--- src/rtl/ot_pkg.sv ---
// Shared types and constants for the quantize-to-output-buffer packer.
package ot_pkg;

  // Packer state: IDLE means no lane of the current word has been written yet.
  typedef enum logic {
    ST_IDLE = 1'b0,
    ST_FILL = 1'b1
  } pack_state_e;

  localparam int unsigned DEF_DW         = 8;
  localparam int unsigned DEF_LANES      = 8;
  localparam int unsigned DEF_FIFO_DEPTH = 4;

  // Bits needed to index 'value' items; never less than 1 so vectors stay legal.
  function automatic int unsigned ot_clog2(input int unsigned value);
    int unsigned w;
    w = 1;
    while ((32'd1 << w) < value) w = w + 1;
    return w;
  endfunction

endpackage

--- src/rtl/ot_pack_fifo.sv ---
// Small synchronous FIFO holding packed words; head output holds its last
// popped value while empty.
module ot_pack_fifo
  import ot_pkg::*;
#(
  parameter int unsigned W     = 73,
  parameter int unsigned DEPTH = DEF_FIFO_DEPTH,
  localparam int unsigned AW   = ot_clog2(DEPTH)
) (
  input  logic          clk,
  input  logic          rst_n,
  input  logic          push_i,
  input  logic [W-1:0]  din_i,
  input  logic          pop_i,
  output logic [W-1:0]  dout_o,
  output logic          full_o,
  output logic          empty_o,
  output logic [AW:0]   count_o
);

  logic [W-1:0]  mem_q [DEPTH];
  logic [AW-1:0] wr_ptr_q, rd_ptr_q;
  logic [AW:0]   count_q;
  logic [W-1:0]  last_q;
  logic          push_ok, pop_ok;

  assign full_o  = (count_q == (AW+1)'(DEPTH));
  assign empty_o = (count_q == '0);
  assign count_o = count_q;
  assign push_ok = push_i & ~full_o;
  assign pop_ok  = pop_i & ~empty_o;
  assign dout_o  = empty_o ? last_q : mem_q[rd_ptr_q];

  // Storage array; written only on an accepted push, no reset needed.
  always_ff @(posedge clk) begin
    if (push_ok) mem_q[wr_ptr_q] <= din_i;
  end

  // Pointers (power-of-two depth wraps naturally), occupancy and held head.
  always_ff @(posedge clk or negedge rst_n) begin
    if (!rst_n) begin
      wr_ptr_q <= '0;
      rd_ptr_q <= '0;
      count_q  <= '0;
      last_q   <= '0;
    end else begin
      if (push_ok) wr_ptr_q <= wr_ptr_q + AW'(1);
      if (pop_ok) begin
        rd_ptr_q <= rd_ptr_q + AW'(1);
        last_q   <= mem_q[rd_ptr_q];
      end
      case ({push_ok, pop_ok})
        2'b10:   count_q <= count_q + (AW+1)'(1);
        2'b01:   count_q <= count_q - (AW+1)'(1);
        default: count_q <= count_q;
      endcase
    end
  end

endmodule

--- src/rtl/ot_qtbuf_pack.sv ---
// Gathers DW-bit quantized samples into LANES-wide words, supports early
// flush with lane keep, and drains words through a small FIFO.
module ot_qtbuf_pack
  import ot_pkg::*;
#(
  parameter int unsigned DW         = DEF_DW,
  parameter int unsigned LANES      = DEF_LANES,
  parameter int unsigned OUT_W      = DW * LANES,
  parameter int unsigned FIFO_DEPTH = DEF_FIFO_DEPTH,
  parameter bit          MSB_FIRST  = 1'b1,
  parameter int unsigned CNT_W      = 16
) (
  input  logic             clk,
  input  logic             reset,
  input  logic [DW-1:0]    q_out,
  input  logic             q_valid,
  input  logic             q_last,
  output logic             q_ready,
  output logic [OUT_W-1:0] out_data,
  output logic [LANES-1:0] out_keep,
  output logic             out_last,
  output logic             out_valid,
  input  logic             out_ready,
  output logic [CNT_W-1:0] word_cnt,
  output logic             busy
);

  localparam int unsigned LW = ot_clog2(LANES);
  localparam int unsigned CW = ot_clog2(FIFO_DEPTH);
  localparam int unsigned FW = OUT_W + LANES + 1;

  pack_state_e      state_q, state_d;
  logic [LW-1:0]    lane_q, lane_d;
  logic [OUT_W-1:0] acc_q, acc_d, acc_with;
  logic [LANES-1:0] keep_q, keep_d, keep_with;
  logic [CNT_W-1:0] word_cnt_q, word_cnt_d;

  logic          accept, close, pop;
  logic          fifo_full, fifo_empty;
  logic [CW:0]   fifo_count;
  logic [FW-1:0] fifo_din, fifo_dout;

  assign q_ready   = ~fifo_full;
  assign out_valid = ~fifo_empty;
  assign accept    = q_valid & q_ready;
  assign pop       = out_valid & out_ready;
  assign close     = accept & (q_last | (lane_q == LW'(LANES - 1)));
  assign busy      = (lane_q != '0) | (fifo_count != '0);
  assign word_cnt  = word_cnt_q;

  // Current accumulator with the incoming sample merged into its lane; the
  // keep bit sits at the same lane position as the sample's data bytes.
  always_comb begin
    acc_with  = acc_q;
    keep_with = keep_q;
    for (int k = 0; k < int'(LANES); k++) begin
      if (LW'(k) == lane_q) begin
        if (MSB_FIRST) begin
          acc_with[(int'(LANES) - 1 - k) * int'(DW) +: DW] = q_out;
          keep_with[int'(LANES) - 1 - k]                   = 1'b1;
        end else begin
          acc_with[k * int'(DW) +: DW] = q_out;
          keep_with[k]                 = 1'b1;
        end
      end
    end
  end

  // Next-state logic: a closing beat clears the word, otherwise advance a lane.
  always_comb begin
    state_d    = state_q;
    lane_d     = lane_q;
    acc_d      = acc_q;
    keep_d     = keep_q;
    word_cnt_d = word_cnt_q + (pop ? CNT_W'(1) : CNT_W'(0));
    if (accept) begin
      if (close) begin
        state_d = ST_IDLE;
        lane_d  = '0;
        acc_d   = '0;
        keep_d  = '0;
      end else begin
        state_d = ST_FILL;
        lane_d  = lane_q + LW'(1);
        acc_d   = acc_with;
        keep_d  = keep_with;
      end
    end
  end

  // Packer FSM, accumulator and popped-word counter; reset drops any partial word.
  always_ff @(posedge clk or negedge reset) begin
    if (!reset) begin
      state_q    <= ST_IDLE;
      lane_q     <= '0;
      acc_q      <= '0;
      keep_q     <= '0;
      word_cnt_q <= '0;
    end else begin
      state_q    <= state_d;
      lane_q     <= lane_d;
      acc_q      <= acc_d;
      keep_q     <= keep_d;
      word_cnt_q <= word_cnt_d;
    end
  end

  assign fifo_din = {acc_with, keep_with, q_last};

  ot_pack_fifo #(
    .W     (FW),
    .DEPTH (FIFO_DEPTH)
  ) u_fifo (
    .clk     (clk),
    .rst_n   (reset),
    .push_i  (close),
    .din_i   (fifo_din),
    .pop_i   (pop),
    .dout_o  (fifo_dout),
    .full_o  (fifo_full),
    .empty_o (fifo_empty),
    .count_o (fifo_count)
  );

  assign out_data = fifo_dout[FW-1 -: OUT_W];
  assign out_keep = fifo_dout[LANES:1];
  assign out_last = fifo_dout[0];

endmodule

--- config.mk ---
export PLATFORM = sky130hd
export DESIGN_NAME = ot_qtbuf_pack
export DESIGN_NICKNAME = d
export VERILOG_FILES = /design/src/rtl/ot_pkg.sv /design/src/rtl/ot_pack_fifo.sv /design/src/rtl/ot_qtbuf_pack.sv
export SDC_FILE = /design/constraint.sdc
export NUM_CORES = 1
export LEC_CHECK = 0
export BUFFER_PORTS_ARGS = -buffer_cell sky130_fd_sc_hd__clkbuf_2
export CAP_MARGIN = 20
export CORE_UTILIZATION = 40
export DETAILED_ROUTE_END_ITERATION = 10
export HOLD_SLACK_MARGIN = 0.02
export SYNTH_ARGS = -nofsm -noshare
export SYNTH_HDL_FRONTEND = slang
export SYNTH_SLANG_ARGS = --single-unit
--- constraint.sdc ---
create_clock -name clk -period 5.45 [get_ports clk]
set_input_delay 0.2725 -clock clk [delete_from_list [all_inputs] [get_ports clk]]
set_output_delay 0.2725 -clock clk [all_outputs]
set_load 0.02 [all_outputs]
==> results.yml, run 1 <==
sta:
  finalClockSkew_ns: 0.0227
  rsz0062_at_grt: "no"
  fin_crit_sh_pct: 61.1
  fin_crit_ns: 3.33
  layout_setup_ws_ns: 2.12
  fmax_mhz: 300
  final_max_slew_viol_count: 0
  worst_slew_pin_slew_ns: 1.04
  hold_viol: 0
  setup-violations-final: 0
  slew_headroom_pct: 30.4
  finalSetupTns_ns: 0
placed_design:
  port_buffers: 104
  gp_congestion: 0.779
  pre_cts_slack_ns: 2.18
  dpl.cell_count: 1850
  placedInstanceArea_um2: 20100
  hpwl_um: 25000
setup_path:
  start_kind: "register"
  crit_end: "out_data[4]"
  cp_max_fo: 44
  crit_start: "u_fifo.rd_ptr_q[0]"
  worst-setup-path-type: "register to output pin"
  reg2reg_slack_ns: 2.20
  reg2reg_depth: 8
  worst_r2r_endpoint: "u_fifo.mem_q[1][2]"
  cp.arrival_ns: 3.06
  endpoint_kind: "output pin"
  cp_data_required_time_ns: 5.18
  regToRegStartpoint: "lane_q[0]"
final_layout:
  diodes: 0
  stdcell_area_um2: 21700
  fin_nets: 1324
  fin_cells: 1945
  fill_cells: 4054
  layout-drive-gt1-share_pct: 32.3
  final_core_util_pct: 46.5
  layout-area-overhead-vs-synth_pct: 14.4
clocking:
  clk_pin_slew_ns: 0.07
  cts_tree: "done"
  cts_root_buffer: "clkbuf_16"
  cts_max_path_buffers: 3
  cts_setup_buffers: 0
  insertion_delay_ns: 0.59
  numClockSinks: 463
  cts-buffers-inserted: 49
  ctsHtreeMaxLevel: 2
  ctsResizeCount: 0
  ctsHoldBuffers: 2
yosys:
  syn_nets: 1205
  synth_seq_area_share_pct: 68.9
  yosysUniqueCellTypes: 38
  synth_seq_cells: 463
  synth_area_um2: 18900
  yosysWarnings: 0
  synth_top_area_share_pct: 46.3
  syn-instance-count: 1178
  syn_area_per_cell_um2: 16.1
  synth.area.top_cells: "edfxtp_1, dfrtp_1, mux4_2, mux2_2, nand2_1"
  synth_top_area_cell: "edfxtp_1"
detailed_routing:
  routedWlPerCell_um: 21.2
  drc: 16
  dr.first_iter.drc_count: 739
  drt_wl_total_um: 41200
  viasPerCell: 5.24
  first_pass_iters: 9
  vias: 10191
  drtAntennaViolNets: 0
run:
  cap_violations: 0
worst_hold_path:
  hold_path_class: "input pin to register"
floorplanning:
  die_h_um: 220
  pin_count: 105
  die_area_um2: 48200
  initial_core_util_pct: 40.6
  core_area_um2: 46700
  chipWidth_um: 220
  fp-row-count: 79
grt:
  overflow: 0
  grt_pass1_vias: 10481
  antenna_found_initial: 1
  grt_pass1_wl_um: 64300
  grt_usage_pct: 17.8
  grt_max_degree: 75
outcome:
  violations: "design-rule violations"
  status: "finished, violations left"
power_and_ir_drop:
  p_per_area_nw_per_um2: 584
  peakVddDrop_uv: 251
  p_leak_uw: 0.00856
==> cell type report <==
type	count	area, um2	share of cell area, %
Sequential cell	463	13100	60.2
Multi-Input combinational cell	635	5520	25.5
Clock buffer	64	1350	6.20
Tap cell	607	759	3.50
Timing Repair Buffer	127	704	3.25
Clock inverter	28	221	1.02
Inverter	21	78.8	0.363
==> sequential cells by signal, indices dropped and copies added (netlist names) <==
signal / count
u_fifo.mem_q: 292
u_fifo.last_q: 73
acc_q: 64
word_cnt: 16
keep_q: 8
lane_q: 3
u_fifo.count_o: 3
u_fifo.rd_ptr_q: 2
u_fifo.wr_ptr_q: 2
==> worst min path at each step <==
| stage | from | end | slack [ns] | cells after the start |
|---|---|---|---|---|
| after CTS | q_valid | lane_q[0] | 0.07 | 3 |
| after global routing | q_valid | lane_q[0] | 0.13 | 3 |
| after detailed placement | reset | u_fifo.last_q[14] | 0.37 | 1 |
| after global placement | reset | u_fifo.last_q[3] | 0.35 | 1 |
| final | q_valid | lane_q[0] | 0.11 | 3 |
| after floorplan | reset | acc_q[0] | -0.02 | 0 |
==> per-layer routing <==
metal  part of all wire [%]  vias to the layer above  global-route usage [%]
met5                  0.032                        -                       0
met3                    4.8                       66                    3.34
met4                    2.4                        2                    5.33
met2                     47                      235                    28.1
met1                     46                     5255                    25.2
li1                       -                     4633                       -
==> synth_stat cells <==
| master | n |
|---|---|
| a31oi_1 | 1 |
| nand3_1 | 9 |
| mux4_2 | 73 |
| o31a_1 | 2 |
| o2bb2ai_1 | 48 |
| edfxtp_1 | 292 |
| nor2b_1 | 3 |
| mux2i_1 | 1 |
| o31ai_1 | 1 |
| inv_2 | 1 |
| nor3_2 | 1 |
| nor4_1 | 4 |
| clkbuf_1 | 20 |
| mux2_4 | 10 |
| ha_1 | 13 |
| mux2_2 | 128 |
| nand2_1 | 253 |
| buf_6 | 7 |
| or2_2 | 4 |
| xnor2_1 | 7 |
| inv_1 | 20 |
| and2_1 | 13 |
| o21ai_0 | 18 |
| nor3_1 | 5 |
| fa_1 | 1 |
| xor2_1 | 13 |
| o21ai_1 | 2 |
| nand4_1 | 3 |
| or3_1 | 3 |
| dfrtp_1 | 171 |
| buf_2 | 26 |
| o211ai_2 | 3 |
| buf_4 | 2 |
| a21oi_1 | 6 |
| nor2_1 | 6 |
| buf_1 | 4 |
| nor3b_4 | 1 |
| a211o_1 | 3 |
==> worst max-delay path, stage by stage (launching register included) <==
cell,delay [ns]
dfrtp_4,1.02
buf_4,0.51
mux4_2,0.61
nand2_1,0.09
nand2_1,0.07
clkbuf_2,0.15
==> report_power, final <==
part	total (uW)	switching, uW	internal [uW]	leakage [uW]
Combinational	4330	2550	1780	0.00293
Sequential	5100	439	4660	0.00488
Clock	3220	1380	1850	0.000752
==> cells by family (layout without fill, tap and decap cells) <==
kind of cell / Yosys count / in the layout / synth area share, %
flip-flops: 463 / 463 / 68.9
AO/OA/AOI/OAI: 84 / 84 / 3.41
buffers and inverters: 80 / 240 / 2.07
AND/OR/NAND/NOR: 305 / 305 / 6.64
adder cells (fa/ha/maj): 14 / 14 / 0.964
XOR/XNOR: 20 / 20 / 0.924
multiplexers: 212 / 212 / 17.1
==> layout by cell type, fill, tap and decap left out, types with 10 or more instances in the layout <==
cell type and n:
buf_4 21, clkbuf_1 11, clkbuf_16 51, clkbuf_2 103
clkinv_2 10, dfrtp_1 169, edfxtp_1 292, ha_1 13
inv_1 19, mux2_2 128, mux2_4 10, mux4_2 73
nand2_1 253, o21ai_0 18, o2bb2ai_1 48, xor2_1 13
==> metrics by stage <==
step	hold WS (ns)	power (uW)
2_1_floorplan	-0.0231	8220
3_3_place_gp	0.353	9490
3_5_place_dp	0.370	9580
4_1_cts	0.0740	12800
5_1_grt	0.134	13400
6_report	0.114	12700
Note: power is estimated with default switching activity, not from simulation.
==> inputs of run 2 (changes only) <==
clock period = 3.4 ns   (was 5.45 ns; I/O delays follow)
==> run 2 against run 1 <==
The flow still finishes with violations (design-rule violations). Core utilization grew 0.71 points. Via count grew 0.18%. Global-route usage shrank 0.29 points. Count of clock-buffer cells in the layout grew 7. Critical path depth is the same. First-iteration DRC count shrank 16%. Sequential power grew 58%. Combinational power grew 65%. Largest cell class unchanged. Highest routed layer unchanged.
==> results.yml, run 2 (synthesized netlist as in run 1, its figures left out) <==
outcome:
  status: "finished, violations left"
  violations: "design-rule violations"
final_layout:
  final_cell_mix: "edfxtp_1, nand2_1, dfrtp_1"
  layout-area-overhead-vs-synth_pct: 16.2
  largest_reg_flops: 292
  fin_cells: 1953
  largest_register: "u_fifo.mem_q"
  fin_nets: 1331
  diodes: 0
  reg_top3: "u_fifo.mem_q x292, u_fifo.last_q x73, acc_q x64"
  layout-drive-gt1-share_pct: 32.5
  final_common_cell: "edfxtp_1"
sta:
  finalClockSkew_ns: 0.0370
  setup-violations-final: 0
  hold_slack_ns: 0.167
  fmax_mhz: 360
  slew_headroom_pct: 35.1
  fin_crit_ns: 2.77
  hold_viol: 0
  rsz0062_at_grt: "no"
  finalSetupTns_ns: 0
  worst_slew_pin_slew_ns: 0.974
  fin_crit_sh_pct: 81.6
  final_max_slew_viol_count: 0
clocking:
  cts_max_path_buffers: 3
  ctsResizeCount: 0
  cts_tree: "done"
  cts_root_buffer: "clkbuf_16"
  clk_pin_slew_ns: 0.06
  numClockSinks: 463
  cts-buffers-inserted: 50
  ctsHtreeMaxLevel: 2
  insertion_delay_ns: 0.60
worst_hold_path:
  hold_path_class: "input pin to register"
setup_path:
  reg2reg_slack_ns: 0.68
  cp_data_required_time_ns: 3.23
  endpoint_kind: "output pin"
  crit_end: "out_data[5]"
  path_cells: "buf_12, mux4_2, nand2_1, nand2_1, clkbuf_2"
  cp_max_fo: 37
  cp.arrival_ns: 2.60
  start_kind: "register"
  regToRegStartpoint: "lane_q[0]"
  reg2reg_depth: 7
  cp_slowest_cell: "dfrtp_4"
  crit_start: "u_fifo.rd_ptr_q[0]"
  cp_common_cell: "nand2_1"
  worst-setup-path-type: "register to output pin"
  cpPeakStageDelay_ns: 0.71
  worst_r2r_endpoint: "u_fifo.mem_q[2][68]"
placed_design:
  port_buffers: 104
  hpwl_um: 25500
  dpl.cell_count: 1856
  gp_congestion: 0.780
detailed_routing:
  drt_wl_total_um: 40800
  drc: 17
  routedWlPerCell_um: 20.9
  vias: 10209
  first_pass_iters: 8
  dr.first_iter.drc_count: 622
  drtAntennaViolNets: 0
  viasPerCell: 5.23
floorplanning:
  core_area_um2: 46700
  fp-row-count: 79
  pin_count: 105
  die_h_um: 220
  die_area_um2: 48200
  initial_core_util_pct: 40.6
  chipWidth_um: 220
power_and_ir_drop:
  intPower_uw: 13800
  peakVddDrop_uv: 427
  p_leak_uw: 0.00870
  pwr-share-clk_pct: 26.8
  power.switching_uw: 6980
  combinationalPowerShare_pct: 34.5
  pwr-share-seq_pct: 38.7
  p_per_area_nw_per_um2: 942
  switching_share_pct: 33.7
grt:
  grt_pass1_vias: 10639
  grt_pass1_wl_um: 63700
  overflow: 0
  grt_max_degree: 81
  antenna_found_initial: 1
  grt_usage_pct: 17.5
run:
  cap_violations: 0
## run 2: cell count changes in the layout (fill, tap and decap cells not counted), sizes merged
cell | previous run | this run
clkinvlp | 7 | 3
dlygate4sd3 | 2 | 3
clkbuf | 167 | 174
buf | 22 | 27
bufinv | 2 | 6
clkinv | 17 | 12
## run 2: power by group through the flow
stage	Combinational, uW	Clock [uW]	Sequential (uW)
3_5_place_dp	7320	0	8150
6_report	7160	5550	8040
2_1_floorplan	5200	0	7960
4_1_cts	7350	5690	8050
5_1_grt	7860	5910	8180
3_3_place_gp	7230	0	8100
## run 2: layout make-up
| class | instances | area, um2 |
|---|---|---|
| Fill cell | 3969 | 24600 |
| Clock buffer | 71 | 1400 |
| Sequential cell | 463 | 13100 |
| Multi-Input combinational cell | 635 | 5520 |
| Tap cell | 607 | 759 |
| Clock inverter | 23 | 297 |
| Inverter | 21 | 78.8 |
| Timing Repair Buffer | 133 | 902 |
## run 2: per-layer routing
metal  wire length, um  GRT usage (%)  vias up
li1                  -              -     4625
met2             19400           28.0      223
met4               686           4.05        2
met3              1930           3.51       55
met5                10              0        -
met1             18800           24.7     5304
## run 2: what timing repair did
item                                   4_1_cts  5_1_grt
buffers inserted                             0        0
endpoints found under the hold margin       82        0
hold buffers                                 3        0
## run 2: worst min path at each step
stage                         start                end  slack (ns)  cells past startpoint
after floorplan               reset           acc_q[0]       -0.13                      0
after global placement        reset  u_fifo.last_q[12]        0.29                      1
after detailed placement      reset  u_fifo.last_q[12]        0.29                      1
after CTS                 out_ready        word_cnt[0]        0.12                      3
after global routing      out_ready        word_cnt[0]        0.14                      3
final                     out_ready        word_cnt[0]        0.17                      3
## run 2: critical path: cells and delay by family, from the launching register on
kind | cells | cell delay (ns)
AND/OR/NAND/NOR | 2 | 0.15
buffers and inverters | 2 | 0.53
flip-flops | 1 | 0.71
multiplexers | 1 | 0.59
## run 2: stage by stage
stage	cell area, um2	util [%]	power, uW	worst slack [ns]
final	22000	47.2	20700	0.625
after global routing	22000	47.2	21900	0.420
after CTS	22000	47.2	21100	0.502
after detailed placement	20300	43.5	15500	0.689
after global placement	20300	43.5	15300	0.721
after floorplan	19000	-	13200	0.556
==> inputs of run 3 (changes only) <==
ABC_AREA = 1   (was not set)
clock period = 2.34 ns   (was 3.4 ns; I/O delays follow)
==> run 3 against run 2 <==
The flow now finishes without violations. Synthesized area is 2.7% higher. Sequential power is 49% higher. Cell count is 38% higher. Die area is 2.7% higher. Register-to-register slack worse by 0.48 ns. Cell area is 3.7% higher. Largest cell class unchanged. Worst setup slack worse by 0.58 ns.
==> results.yml, run 3 <==
outcome:
  status: "complete, no violations"
clocking:
  cts_root_buffer: "clkbuf_16"
  cts_tree: "done"
  ctsHtreeMaxLevel: 2
  insertion_delay_ns: 0.59
  cts-buffers-inserted: 50
  clk_pin_slew_ns: 0.06
  cts_max_path_buffers: 3
  numClockSinks: 463
detailed_routing:
  viasPerCell: 5.00
  first_pass_iters: 6
  drc: 0
  vias: 13424
  dr.first_iter.drc_count: 1059
  routedWlPerCell_um: 17.5
  drt_wl_total_um: 47100
  drtAntennaViolNets: 0
grt:
  antenna_found_initial: 2
  grt_pass1_wl_um: 73400
  grt_max_degree: 83
  grt_pass1_vias: 13148
  grt_usage_pct: 19.1
  overflow: 0
yosys:
  synth_area_um2: 19500
  syn-instance-count: 1929
  synth_top_flop_cell: "edfxtp_1"
  syn_area_per_cell_um2: 10.1
  async_reset_ff_share_pct: 36.9
  yosysMostFrequentCell: "nand2_1"
  synth_seq_area_share_pct: 67.1
  syn_nets: 1956
  synth_edf_count: 292
  yosysWarnings: 0
  synth_top_area_share_pct: 45.1
  synth_common_cells: "nand2_1, edfxtp_1, o21ai_0, dfrtp_1, nand3_1"
  synth_top_area_cell: "edfxtp_1"
  synth.area.top_cells: "edfxtp_1, dfrtp_1, nand2_1, o21ai_0, nand3_1"
  synth_seq_cells: 463
  yosysUniqueCellTypes: 26
placed_design:
  placedInstanceArea_um2: 20800
  gp_congestion: 0.763
  port_buffers: 104
  pre_cts_slack_ns: 0.238
  hpwl_um: 26600
final_layout:
  final_common_cell: "nand2_1"
  reg_top3: "u_fifo.mem_q x292, u_fifo.last_q x73, acc_q x64"
  largest_reg_flops: 292
  diodes: 0
  layout-drive-gt1-share_pct: 12.0
  final_cell_mix: "nand2_1, edfxtp_1, o21ai_0"
  largest_register: "u_fifo.mem_q"
  final_core_util_pct: 47.7
  layout-area-overhead-vs-synth_pct: 17.3
  fin_nets: 2057
  stdcell_area_um2: 22800
sta:
  layout_setup_ws_ns: 0.0455
  fmax_mhz: 436
  fin_crit_sh_pct: 98.1
  hold_viol: 0
  finalSetupTns_ns: 0
  final_max_slew_viol_count: 0
  slew_headroom_pct: 50.7
  worst_slew_pin_slew_ns: 0.740
  rsz0062_at_grt: "yes"
  finalClockSkew_ns: 0.0283
  setup-violations-final: 0
  fin_crit_ns: 2.29
floorplanning:
  fp-row-count: 80
  pin_count: 105
  die_h_um: 223
  chipWidth_um: 223
  die_area_um2: 49500
  core_area_um2: 47800
  initial_core_util_pct: 40.7
setup_path:
  cpPeakStageDelay_ns: 0.57
  cp_common_cell: "nand2_1"
  path_delay_family: "flip-flops"
  worst-setup-path-type: "register to output pin"
  endpoint_kind: "output pin"
  cp_data_required_time_ns: 2.22
  cp_max_fo: 17
  cp.buffers_inverters: 3
  cp.arrival_ns: 2.18
  start_kind: "register"
  path_cells: "inv_12, clkbuf_16, nand2_1, nand3_1, nand2_1, o21ai_0, buf_2"
  cp_slowest_cell: "dfrtp_4"
power_and_ir_drop:
  p_per_area_nw_per_um2: 1430
  p_total_uw: 32700
  p_leak_uw: 0.00987
  peakVddDrop_uv: 647
run:
  cap_violations: 0
worst_hold_path:
  hold_path_class: "input pin to async pin"
==> run 3: layout make-up <==
type,instances,area [um2]
flip-flops and latches,463,13100
multi-input cells,1211,5410
fillers,4383,25000
clock buffers,69,1390
well taps,615,769
inverters,152,612
clock inverters,24,245
repair buffers,152,1350
==> run 3: worst register-to-register path, cell delays in order, from the launching register on <==
cell and delay [ns]:
dfrtp_1 0.41, ha_2 0.22, ha_4 0.20, nor2_2 0.18, inv_4 0.05, nand2_4 0.06
ha_1 0.13, inv_1 0.06, fa_1 0.39, nor2_1 0.12, nor2_1 0.04, nand2_1 0.07
xor2_1 0.13
==> run 3: layer usage <==
metal / wire, um / GRT usage (%)
met5: 9 / 0
met3: 2580 / 3.02
met1: 21100 / 25.3
met4: 1170 / 6.25
met2: 22300 / 32.1
==> run 3: path summary, 6_finish.rpt <==
kind,start,to,slack (ns),cells after the start
hold / removal,reset,word_cnt[15],0.07,2
setup / recovery,u_fifo.rd_ptr_q[0],out_data[49],0.05,7
setup reg to reg,lane_q[1],u_fifo.count_o[2],0.20,12
min in group clk,q_valid,acc_q[62],0.15,5
max in group asynchronous,reset,u_fifo.last_q[44],1.42,3
hold reg to reg,keep_q[0],keep_q[0],0.46,2
==> run 3: cell families (layout without fill, tap and decap cells) <==
| group | after synthesis | count (layout) | share of synthesized area [%] |
|---|---|---|---|
| and+or+nand+nor | 921 | 921 | 19.1 |
| DFF | 463 | 463 | 67.1 |
| AOI/OAI and AO/OA | 265 | 265 | 6.85 |
| buffers and inverters | 255 | 397 | 5.58 |
| adders and majority gates | 14 | 14 | 0.939 |
| xor gates and xnor gates | 11 | 11 | 0.495 |
==> run 3: timing repair <==
item / CTS / global route
hold endpoints to repair: 113 / 0
gates cloned: 3 / 5
gates resized for setup: 43 / 87
endpoints found under the setup margin: 73 / 72
setup buffers: 4 / 2
hold buffers: 3 / 0
==> run 3: power by group <==
group	switching [uW]	internal (uW)	leakage [uW]
Clock	3150	4700	0.000803
Combinational	8800	4010	0.00418
Sequential	809	11200	0.00490
==> run 3: metrics by stage <==
step	hold slack (ns)	std cells
after floorplan	-0.179	1929
after global placement	0.129	2578
after detailed placement	0.135	2578
after CTS	0.0724	2681
after global routing	0.111	2686
final	0.0664	2686
